## src/rtl/shape_test_sequencer_pkg.sv

```systemverilog
// Shared types and widths for the shape detector regression sequencer.
// Build option: SHAPE_SEQ_TIMEOUT_EN enables the result-wait timeout.
package shape_pkg;

    localparam int SHAPE_W    = 2;
    localparam int IDX_W      = 2;
    localparam int MAX_IMAGES = 4;

    typedef enum logic [SHAPE_W-1:0] {
        SHAPE_UNKNOWN  = 2'b00,
        SHAPE_CIRCLE   = 2'b01,
        SHAPE_SQUARE   = 2'b10,
        SHAPE_TRIANGLE = 2'b11
    } shape_t;

    typedef enum logic [2:0] {
        S_IDLE,
        S_LAUNCH,
        S_WAIT_RES,
        S_RELEASE,
        S_FINISH
    } seq_state_t;

    // Counter width able to hold (max_val - 1).
    function automatic int tmr_width(input int max_val);
        return (max_val < 3) ? 1 : $clog2(max_val);
    endfunction

endpackage

```

## src/rtl/shape_test_sequencer_if.sv

```systemverilog
// Start/result handshake between the sequencer and the detector system.
// Build option: SHAPE_SEQ_TIMEOUT_EN (no effect on this interface).
interface shape_test_sequencer_if;
    import shape_pkg::*;

    logic               start_test;
    logic [IDX_W-1:0]   image_select;
    logic [SHAPE_W-1:0] det_shape_type;
    logic               det_result_valid;

    modport master (
        output start_test,
        output image_select,
        input  det_shape_type,
        input  det_result_valid
    );

    modport slave (
        input  start_test,
        input  image_select,
        output det_shape_type,
        output det_result_valid
    );

endinterface

```

## src/rtl/shape_test_sequencer_timer.sv

```systemverilog
// Loadable down-counter with zero flag; holds at zero.
// Build option: SHAPE_SEQ_TIMEOUT_EN widens it via the top-level width.
module shape_seq_timer #(
    parameter int W = 2
) (
    input  logic         clk,
    input  logic         rst_n,
    input  logic         load_i,
    input  logic [W-1:0] val_i,
    input  logic         dec_i,
    output logic         zero_o
);

    logic [W-1:0] cnt_q;
    logic [W-1:0] cnt_d;

    always_comb begin
        cnt_d = cnt_q;
        if (load_i) begin
            cnt_d = val_i;
        end else if (dec_i && (cnt_q != '0)) begin
            cnt_d = cnt_q - 1'b1;
        end
    end

    always_ff @(posedge clk or negedge rst_n) begin
        if (!rst_n) begin
            cnt_q <= '0;
        end else begin
            cnt_q <= cnt_d;
        end
    end

    assign zero_o = (cnt_q == '0);

endmodule

```

## src/rtl/shape_test_sequencer.sv

```systemverilog
// Regression sweep controller for shape_detector_system.
// Build option: SHAPE_SEQ_TIMEOUT_EN adds the WAIT_RES timeout.
module shape_test_sequencer
    import shape_pkg::*;
#(
    parameter int NUM_IMAGES     = 4,
    parameter int RELEASE_CYCLES = 4
`ifdef SHAPE_SEQ_TIMEOUT_EN
    ,
    parameter int TIMEOUT_CYCLES = 1048576
`endif
) (
    input  logic                   clk,
    input  logic                   rst_n,
    input  logic                   run,
    input  logic                   abort,
    input  logic [7:0]             expected_map,
    shape_test_sequencer_if.master det,
    output logic                   busy,
    output logic                   done,
    output logic [MAX_IMAGES-1:0]  pass_mask,
    output logic [2:0]             fail_count,
    output logic [SHAPE_W-1:0]     last_shape,
    output logic                   timeout_flag
);

`ifdef SHAPE_SEQ_TIMEOUT_EN
    localparam int TMR_MAX = (TIMEOUT_CYCLES > RELEASE_CYCLES)
                           ? TIMEOUT_CYCLES : RELEASE_CYCLES;
`else
    localparam int TMR_MAX = RELEASE_CYCLES;
`endif
    localparam int TW = tmr_width(TMR_MAX);
    localparam logic [TW-1:0] REL_LOAD = TW'(RELEASE_CYCLES - 1);
`ifdef SHAPE_SEQ_TIMEOUT_EN
    localparam logic [TW-1:0] TO_LOAD = TW'(TIMEOUT_CYCLES - 1);
`endif
    localparam logic [IDX_W-1:0] LAST_IDX = IDX_W'(NUM_IMAGES - 1);

    seq_state_t            state_q;
    logic [IDX_W-1:0]      idx_q;
    logic                  start_q;
    logic                  busy_q;
    logic                  done_q;
    logic                  abort_q;
    logic [MAX_IMAGES-1:0] pass_q;
    logic [2:0]            fail_q;
    logic [SHAPE_W-1:0]    last_q;

    logic                  tmr_load;
    logic [TW-1:0]         tmr_val;
    logic                  tmr_dec;
    logic                  tmr_zero;
    logic                  match;
    logic                  to_hit;

    assign match = (det.det_shape_type
                    == expected_map[{idx_q, 1'b0} +: 2]);

`ifdef SHAPE_SEQ_TIMEOUT_EN
    logic to_q;
    // A result arriving in the expiry cycle takes precedence.
    assign to_hit = tmr_zero & ~det.det_result_valid;
    assign timeout_flag = to_q;
`else
    assign to_hit = 1'b0;
    assign timeout_flag = 1'b0;
`endif

    always_comb begin
        tmr_load = 1'b0;
        tmr_val  = REL_LOAD;
        tmr_dec  = 1'b0;
        unique case (state_q)
            S_LAUNCH: begin
                tmr_load = 1'b1;
`ifdef SHAPE_SEQ_TIMEOUT_EN
                if (!abort) tmr_val = TO_LOAD;
`endif
            end
            S_WAIT_RES: begin
                tmr_load = abort | det.det_result_valid | to_hit;
                tmr_dec  = ~tmr_load;
            end
            S_RELEASE: tmr_dec = 1'b1;
            S_FINISH:  tmr_load = abort;
            default: ;
        endcase
    end

    shape_seq_timer #(
        .W (TW)
    ) u_timer (
        .clk    (clk),
        .rst_n  (rst_n),
        .load_i (tmr_load),
        .val_i  (tmr_val),
        .dec_i  (tmr_dec),
        .zero_o (tmr_zero)
    );

    always_ff @(posedge clk or negedge rst_n) begin
        if (!rst_n) begin
            state_q <= S_IDLE;
            idx_q   <= '0;
            start_q <= 1'b0;
            busy_q  <= 1'b0;
            done_q  <= 1'b0;
            abort_q <= 1'b0;
            pass_q  <= '0;
            fail_q  <= '0;
            last_q  <= '0;
`ifdef SHAPE_SEQ_TIMEOUT_EN
            to_q    <= 1'b0;
`endif
        end else begin
            done_q <= 1'b0;
            unique case (state_q)
                S_IDLE: begin
                    if (run && !abort) begin
                        pass_q  <= '0;
                        fail_q  <= '0;
                        idx_q   <= '0;
                        start_q <= 1'b1;
                        busy_q  <= 1'b1;
                        state_q <= S_LAUNCH;
`ifdef SHAPE_SEQ_TIMEOUT_EN
                        to_q    <= 1'b0;
`endif
                    end
                end
                S_LAUNCH: begin
                    if (abort) begin
                        start_q <= 1'b0;
                        abort_q <= 1'b1;
                        state_q <= S_RELEASE;
                    end else begin
                        state_q <= S_WAIT_RES;
                    end
                end
                S_WAIT_RES: begin
                    if (abort) begin
                        start_q <= 1'b0;
                        abort_q <= 1'b1;
                        state_q <= S_RELEASE;
                    end else if (det.det_result_valid) begin
                        last_q        <= det.det_shape_type;
                        pass_q[idx_q] <= match;
                        if (!match) fail_q <= fail_q + 3'd1;
                        start_q <= 1'b0;
                        state_q <= S_RELEASE;
`ifdef SHAPE_SEQ_TIMEOUT_EN
                    end else if (to_hit) begin
                        pass_q[idx_q] <= 1'b0;
                        fail_q  <= fail_q + 3'd1;
                        to_q    <= 1'b1;
                        start_q <= 1'b0;
                        state_q <= S_RELEASE;
`endif
                    end
                end
                S_RELEASE: begin
                    if (abort) abort_q <= 1'b1;
                    if (tmr_zero) begin
                        if (abort_q || abort) begin
                            abort_q <= 1'b0;
                            busy_q  <= 1'b0;
                            state_q <= S_IDLE;
                        end else if (idx_q == LAST_IDX) begin
                            done_q  <= 1'b1;
                            state_q <= S_FINISH;
                        end else begin
                            idx_q   <= idx_q + 1'b1;
                            start_q <= 1'b1;
                            state_q <= S_LAUNCH;
                        end
                    end
                end
                S_FINISH: begin
                    if (abort) begin
                        abort_q <= 1'b1;
                        state_q <= S_RELEASE;
                    end else begin
                        busy_q  <= 1'b0;
                        state_q <= S_IDLE;
                    end
                end
                default: begin
                    busy_q  <= 1'b0;
                    start_q <= 1'b0;
                    state_q <= S_IDLE;
                end
            endcase
        end
    end

    assign det.start_test   = start_q;
    assign det.image_select = idx_q;
    assign busy       = busy_q;
    assign done       = done_q;
    assign pass_mask  = pass_q;
    assign fail_count = fail_q;
    assign last_shape = last_q;

endmodule

```

## src/flat_wrapper.sv

```systemverilog
// flat-port wrapper written by rule: the top's interface ports become plain ports
module shape_test_sequencer_flat import shape_pkg::*;
#(
    parameter int NUM_IMAGES     = 4,
    parameter int RELEASE_CYCLES = 4

)
  (clk, rst_n, run, abort, expected_map, busy, done, pass_mask, fail_count, last_shape, timeout_flag, det_start_test, det_image_select, det_det_shape_type, det_det_result_valid);
  shape_test_sequencer_if det_i ();
  input  logic clk;
  input  logic rst_n;
  input  logic run;
  input  logic abort;
  input  logic [7:0] expected_map;
  output logic busy;
  output logic done;
  output logic [MAX_IMAGES-1:0] pass_mask;
  output logic [2:0] fail_count;
  output logic [SHAPE_W-1:0] last_shape;
  output logic timeout_flag;
  output wire logic [$bits(det_i.start_test)-1:0] det_start_test;
  output wire logic [$bits(det_i.image_select)-1:0] det_image_select;
  input wire logic [$bits(det_i.det_shape_type)-1:0] det_det_shape_type;
  input wire logic [$bits(det_i.det_result_valid)-1:0] det_det_result_valid;
  assign det_start_test = det_i.start_test;
  assign det_image_select = det_i.image_select;
  assign det_i.det_shape_type = det_det_shape_type;
  assign det_i.det_result_valid = det_det_result_valid;
  shape_test_sequencer #(.NUM_IMAGES(NUM_IMAGES), .RELEASE_CYCLES(RELEASE_CYCLES)) u_core (.clk(clk), .rst_n(rst_n), .run(run), .abort(abort), .expected_map(expected_map), .det(det_i), .busy(busy), .done(done), .pass_mask(pass_mask), .fail_count(fail_count), .last_shape(last_shape), .timeout_flag(timeout_flag));
endmodule
```

## config.mk

```make
export PLATFORM = sky130hd
export DESIGN_NAME = shape_test_sequencer_flat
export DESIGN_NICKNAME = d
export VERILOG_FILES = /design/src/rtl/shape_test_sequencer_pkg.sv /design/src/rtl/shape_test_sequencer_if.sv /design/src/rtl/shape_test_sequencer_timer.sv /design/src/rtl/shape_test_sequencer.sv /design/src/flat_wrapper.sv
export SDC_FILE = /design/constraint.sdc
export NUM_CORES = 1
export LEC_CHECK = 0
export ABC_AREA = 1
export BUFFER_PORTS_ARGS = -buffer_cell sky130_fd_sc_hd__buf_2
export CAP_MARGIN = 30
export CORE_MARGIN = 4
export CORE_UTILIZATION = 45
export CTS_CLUSTER_SIZE = 24
export DETAILED_ROUTE_END_ITERATION = 8
export PLACE_DENSITY = 0.75
export SLEW_MARGIN = 0
export SYNTH_ARGS = -nofsm -noshare
export SYNTH_HDL_FRONTEND = slang
export SYNTH_SLANG_ARGS = --single-unit
```

## constraint.sdc

```tcl
create_clock -name clk -period 2.33 [get_ports clk]
set_input_delay 0.699 -clock clk [delete_from_list [all_inputs] [get_ports clk]]
set_output_delay 0.699 -clock clk [all_outputs]
set_load 0.005 [all_outputs]
```

Yosys cells after proc, flatten, opt, wreduce, memory -nomap -nowiden. Cells that the tools add are included.

Bits of input ports: 15. Word-level logic and storage cells: 109. Register bits: 20.

Muxes and demuxes: 50. $add $sub $neg: 3. Eq/ne operators: 17. Reductions and logical operators: 21. Bitwise operators: 5. Magnitude comparators: 2. Shifts and indexed selects: 1.

Operator list (count): 2-to-1 mux 3 bit (10); 2-to-1 mux 1 bit (19); case mux 3 bit (5 select lines) (1); AND reduction 5 bit (3); 2-to-1 mux 2 bit (7); != test 2 bit (second input constant) (7); 2-to-1 mux 4 bit (3); nonzero test 2 bit (5); case mux 4 bit (2 select lines) (1); indexed part select 8 x 4 -> 2 bit (1); AND reduction 7 bit (1); == test 3 x 2 -> 1 bit (second input constant) (2); != test 2 x 1 -> 1 bit (second input constant) (3); case mux 3 bit (2 select lines) (1); AND reduction 3 bit (2); case mux 1 bit (5 select lines) (1); bitwise mux 4 bit (1); inverter 1 bit (4); case mux 1 bit (2 select lines) (2); case mux 1 bit (4 select lines) (1); case mux 2 bit (2 select lines) (1); AND reduction 4 bit (1); adder 3 x 1 -> 3 bit (second input constant) (1); == test 3 x 1 -> 1 bit (second input constant) (1); 18 further kinds (20).

Longest topological paths before layout.
Depth after elaboration: 8. Mapped depth: 10.

Hierarchy. Synthesis repeated with hierarchy kept, for this count alone.

Cell total of the unflattened synthesis: 182. Area, all modules: 1288.7 um^2.

Modules (own cells, without submodules): shape_test_sequencer (instances 1, cells an instance 163, area each 1161.1 um^2); shape_seq_timer (instances 1, cells an instance 19, area each 127.6 um^2).

Least setup slack after synthesis. Ideal clock, no wire load.

Kind: input port to flip-flop. Start: input abort. End: register u_core.pass_q[3] (netlist: u_core.pass_mask[3]). Slack: 0.760 ns. Path buffers: 1. Setup time: 0.121 ns. Required time: 2.209 ns. Cell stages on the path: 9. Arrival: 1.450 ns. Path through: inv_1 > nand2_1 > nand3_1 > o21ai_1 > nor2_2 > buf_6 > o21ai_0 > nand2_1 > o21ai_1.

Cells in the longest elaborated chain, start to end: 4. Elaborated cells on any way between the ends: 5. Classes of those cells: eq/ne: 2; reduce/logical: 3.

Ends and longest elaborated chain: start, declared (RTL line flat_wrapper.sv:13) `input logic abort;`; zero test 1 bit (RTL line shape_test_sequencer.sv:120) `if (run && !abort) begin`; logical AND 1 bit (RTL line shape_test_sequencer.sv:120); != test 2 x 1 -> 1 bit (no line); AND reduction 4 bit (no line) (*); end signal, assigned by index (RTL line shape_test_sequencer.sv:148) `pass_q[idx_q] <= match;`; end, declared (RTL line shape_test_sequencer.sv:46) `logic [MAX_IMAGES-1:0] pass_q;`.

Mark *: on every way between the ends. The rest lies on a longest branch, timed or not. A chain may end at the register's enable or synchronous reset.

Worst setup path after layout.
Start: register u_core.state_q[2]. End: register u_core.pass_q[3] (netlist: u_core.pass_mask[3]).

Cells in the longest elaborated chain, start to end: 3. Elaborated cells on any way between the ends: 8. Classes of those cells: eq/ne: 4; mux: 1; reduce/logical: 3.

Ends and longest elaborated chain: start, declared (RTL line shape_test_sequencer.sv:40) `seq_state_t state_q;`; start signal, assigned (RTL line shape_test_sequencer.sv:104) `state_q <= S_IDLE;`; start signal, assigned (RTL line shape_test_sequencer.sv:126) `state_q <= S_LAUNCH;`; start signal, assigned (RTL line shape_test_sequencer.sv:136) `state_q <= S_RELEASE;`; == test 3 x 2 -> 1 bit or zero test 3 bit (tied branches) (RTL line shape_test_sequencer.sv:118) `unique case (state_q)`; != test 2 bit (no line), or another cell as far along; AND reduction 4 bit (no line).

Several ways; a longest one is shown, not always the timed one.

==> out/results.ini <==
[placed_design]
gp_congestion=0.939
portBuffers=28
place_inst=215
hpwl_mm=2.07

[critical_path]
crit_path_max_incr_delay_ps=410
crit_chain=inv_2 > nand3_2 > nand2_1 > o21ai_1 > nor2_2 > o21ai_0 > nand2_1 > o21ai_1
startpoint_type=flop
worstPathArrival_ps=1940
path_buf_inv=1
cp.required_ps=2520
worst_setup_path_end_kind=flop
crit_type=reg -> reg
crit_fanout=12
cp_slowest_cell=dfrtp_1
cp_top_family=simple AND/OR/NAND/NOR gates

[timing]
fmax_mhz=571
fin_worst_skew_ps=0.629
hold_slack_ps=326
setup_tns_ps=0
drv_slew=0
min_period_ps=1750
rsz0062_at_grt=no
finalCritPeriodShare=0.751
hold_violations=0
setup_viol=0

[floorplanning]
die_x_um=59.9
initial_utilization=0.481
core.rowCount=18
io_pins=30
core_um2=2520
die_area_um2=3590
die_y_um=59.9

[layout]
fin_cells=219
fin_nets=211
area_delta_synth_final_pct=15.2
drive_above_1_share=0.243
fin_util=0.554
diodes=0

[power_and_ir_drop]
switching_share=0.462
power_density_nw_per_um2=1130
p_leak_nw=0.771
switching_power_w=0.000729
intPower_w=0.000850
p_seq_frac=0.345
clkPwrFrac=0.126
power_frac_comb=0.529
irDropWorstVdd_mv=0.769

[cts]
cts-root-buf=clkbuf_4
tritoncts=built
cts_setup_buffers=0
cts_buffer_depth=2
clock-sinks=20
cts_hold_buf=0
post_cts_resized=0
path_clk_slew_ps=110
h-tree-depth=1
cts_buffers=3
clock_latency_ps=290

[logic_synthesis]
synth_cell_type_count=26
yosysSeqAreaShare=0.412
ys_warn_count=0
synth_area_um2=1210
syn_nets=181
synth_seq_cells=20
synthFlopType=dfrtp_1
synthArstFlopShare=1.00
synth_edf_count=0
netlist_top_cells_area=dfrtp_1, nand2_1, ha_1, nand3_1, inv_1
synth_area_leader_cell=dfrtp_1
netlist_instances=160
synth_top_area_frac=0.412
avgSynthCellArea_um2=7.59

[grt]
grt_max_degree=21
met2_usage=0.275
use_met1=0.191
top_usage_layer=met2
first_global_vias=1073
met3_usage=0.0346
grtUsageTotal=0.159
grt.overflow.total=0
grt_pass1_wl_mm=4.38
antenna_found_initial=0

[status]
status=completed

[route]
first_iter_violations=51
dr.pass1.iters=4
via_count=1123
routed_wl_mm=2.55
wl_per_cell_um=11.7
drcViolationCount=0
ant_nets=0
detail_route.vias_per_cell=5.13

[job]
maxCapViolations=0

[min_path]
min_path_type=in -> async

[registers in the layout (all words and copies together) (netlist names)]
name,count
u_core.done,1
u_core.last_shape,2
u_core.pass_mask,4
u_core.busy,1
u_core.det.image_select,2
u_core.state_q,3
u_core.fail_count,3
u_core.det.start_test,1
u_core.u_timer.cnt_q,2
u_core.abort_q,1
[area by class of cell]
class,instances,area [µm²]
clock buffers,4,36.3
fillers,243,1120
inverters,20,77.6
multi-input cells,117,606
flip-flops and latches,20,500
well taps,30,37.5
repair buffers,28,140
[power groups by stage]
stage          Clock (W)  Combinational [W]  Sequential, W
2_1_floorplan          0           0.000653       0.000544
3_3_place_gp           0           0.000802       0.000544
3_5_place_dp           0           0.000834       0.000551
4_1_cts         0.000204           0.000837       0.000544
5_1_grt         0.000220           0.000948       0.000563
6_report        0.000199           0.000836       0.000545
[metrics by stage]
step,total power (W),cell area (µm²),setup slack (ps)
after floorplan,0.00120,1210,760
after global placement,0.00135,1360,438
after detailed placement,0.00139,1360,337
after CTS,0.00158,1400,598
after global routing,0.00173,1400,354
final,0.00158,1400,579
[routing by layer]
metal | wire length [µm] | vias to the layer above | part of all wire
met5 | 0 | - | 0
met3 | 132 | 4 | 0.052
met4 | 31 | 0 | 0.012
met1 | 1140 | 515 | 0.45
met2 | 1250 | 28 | 0.49
li1 | - | 576 | -
[cells in the mapped netlist, types with 3 or more instances]
cell     instances
nand2_1         50
dfrtp_1         20
inv_1           15
nand3_1         13
o21ai_0         11
nor2_1           7
o21ai_1          7
ha_1             6
inv_2            4
nand3_2          4
a21oi_1          3
[cell families (layout without fill, tap and decap cells)]
family	after synthesis	count (layout)	synth area share
other	1	1	0.00309
adders and majority gates	6	6	0.0619
AOI/OAI and AO/OA	25	25	0.110
DFF	20	20	0.412
buffers and inverters	23	52	0.0887
xor gates and xnor gates	2	2	0.0144
and+or+nand+nor	83	83	0.309
[layout by cell type (no fill, tap or decap), drive strengths merged, types with 4 or more instances in the layout]
| cell type | count |
|---|---|
| nand3 | 17 |
| nor2 | 9 |
| buf | 28 |
| inv | 20 |
| ha | 6 |
| nand2 | 52 |
| dfrtp | 20 |
| o21ai | 18 |
| clkbuf | 4 |
| a21oi | 4 |
[final timing paths]
| path | start | end | slack, ps | depth (start not counted) |
|---|---|---|---|---|
| setup / recovery | u_core.state_q[2] | u_core.pass_mask[3] | 580 | 8 |
| hold / removal | rst_n | u_core.busy | 330 | 1 |
| setup reg to reg | u_core.state_q[2] | u_core.pass_mask[3] | 580 | 8 |
| hold reg to reg | u_core.last_shape[0] | u_core.last_shape[0] | 490 | 2 |
| max in group asynchronous | rst_n | u_core.last_shape[1] | 1710 | 1 |
| min in group clk | u_core.last_shape[0] | u_core.last_shape[0] | 490 | 2 |
Note: power is estimated with default switching activity, not from simulation.
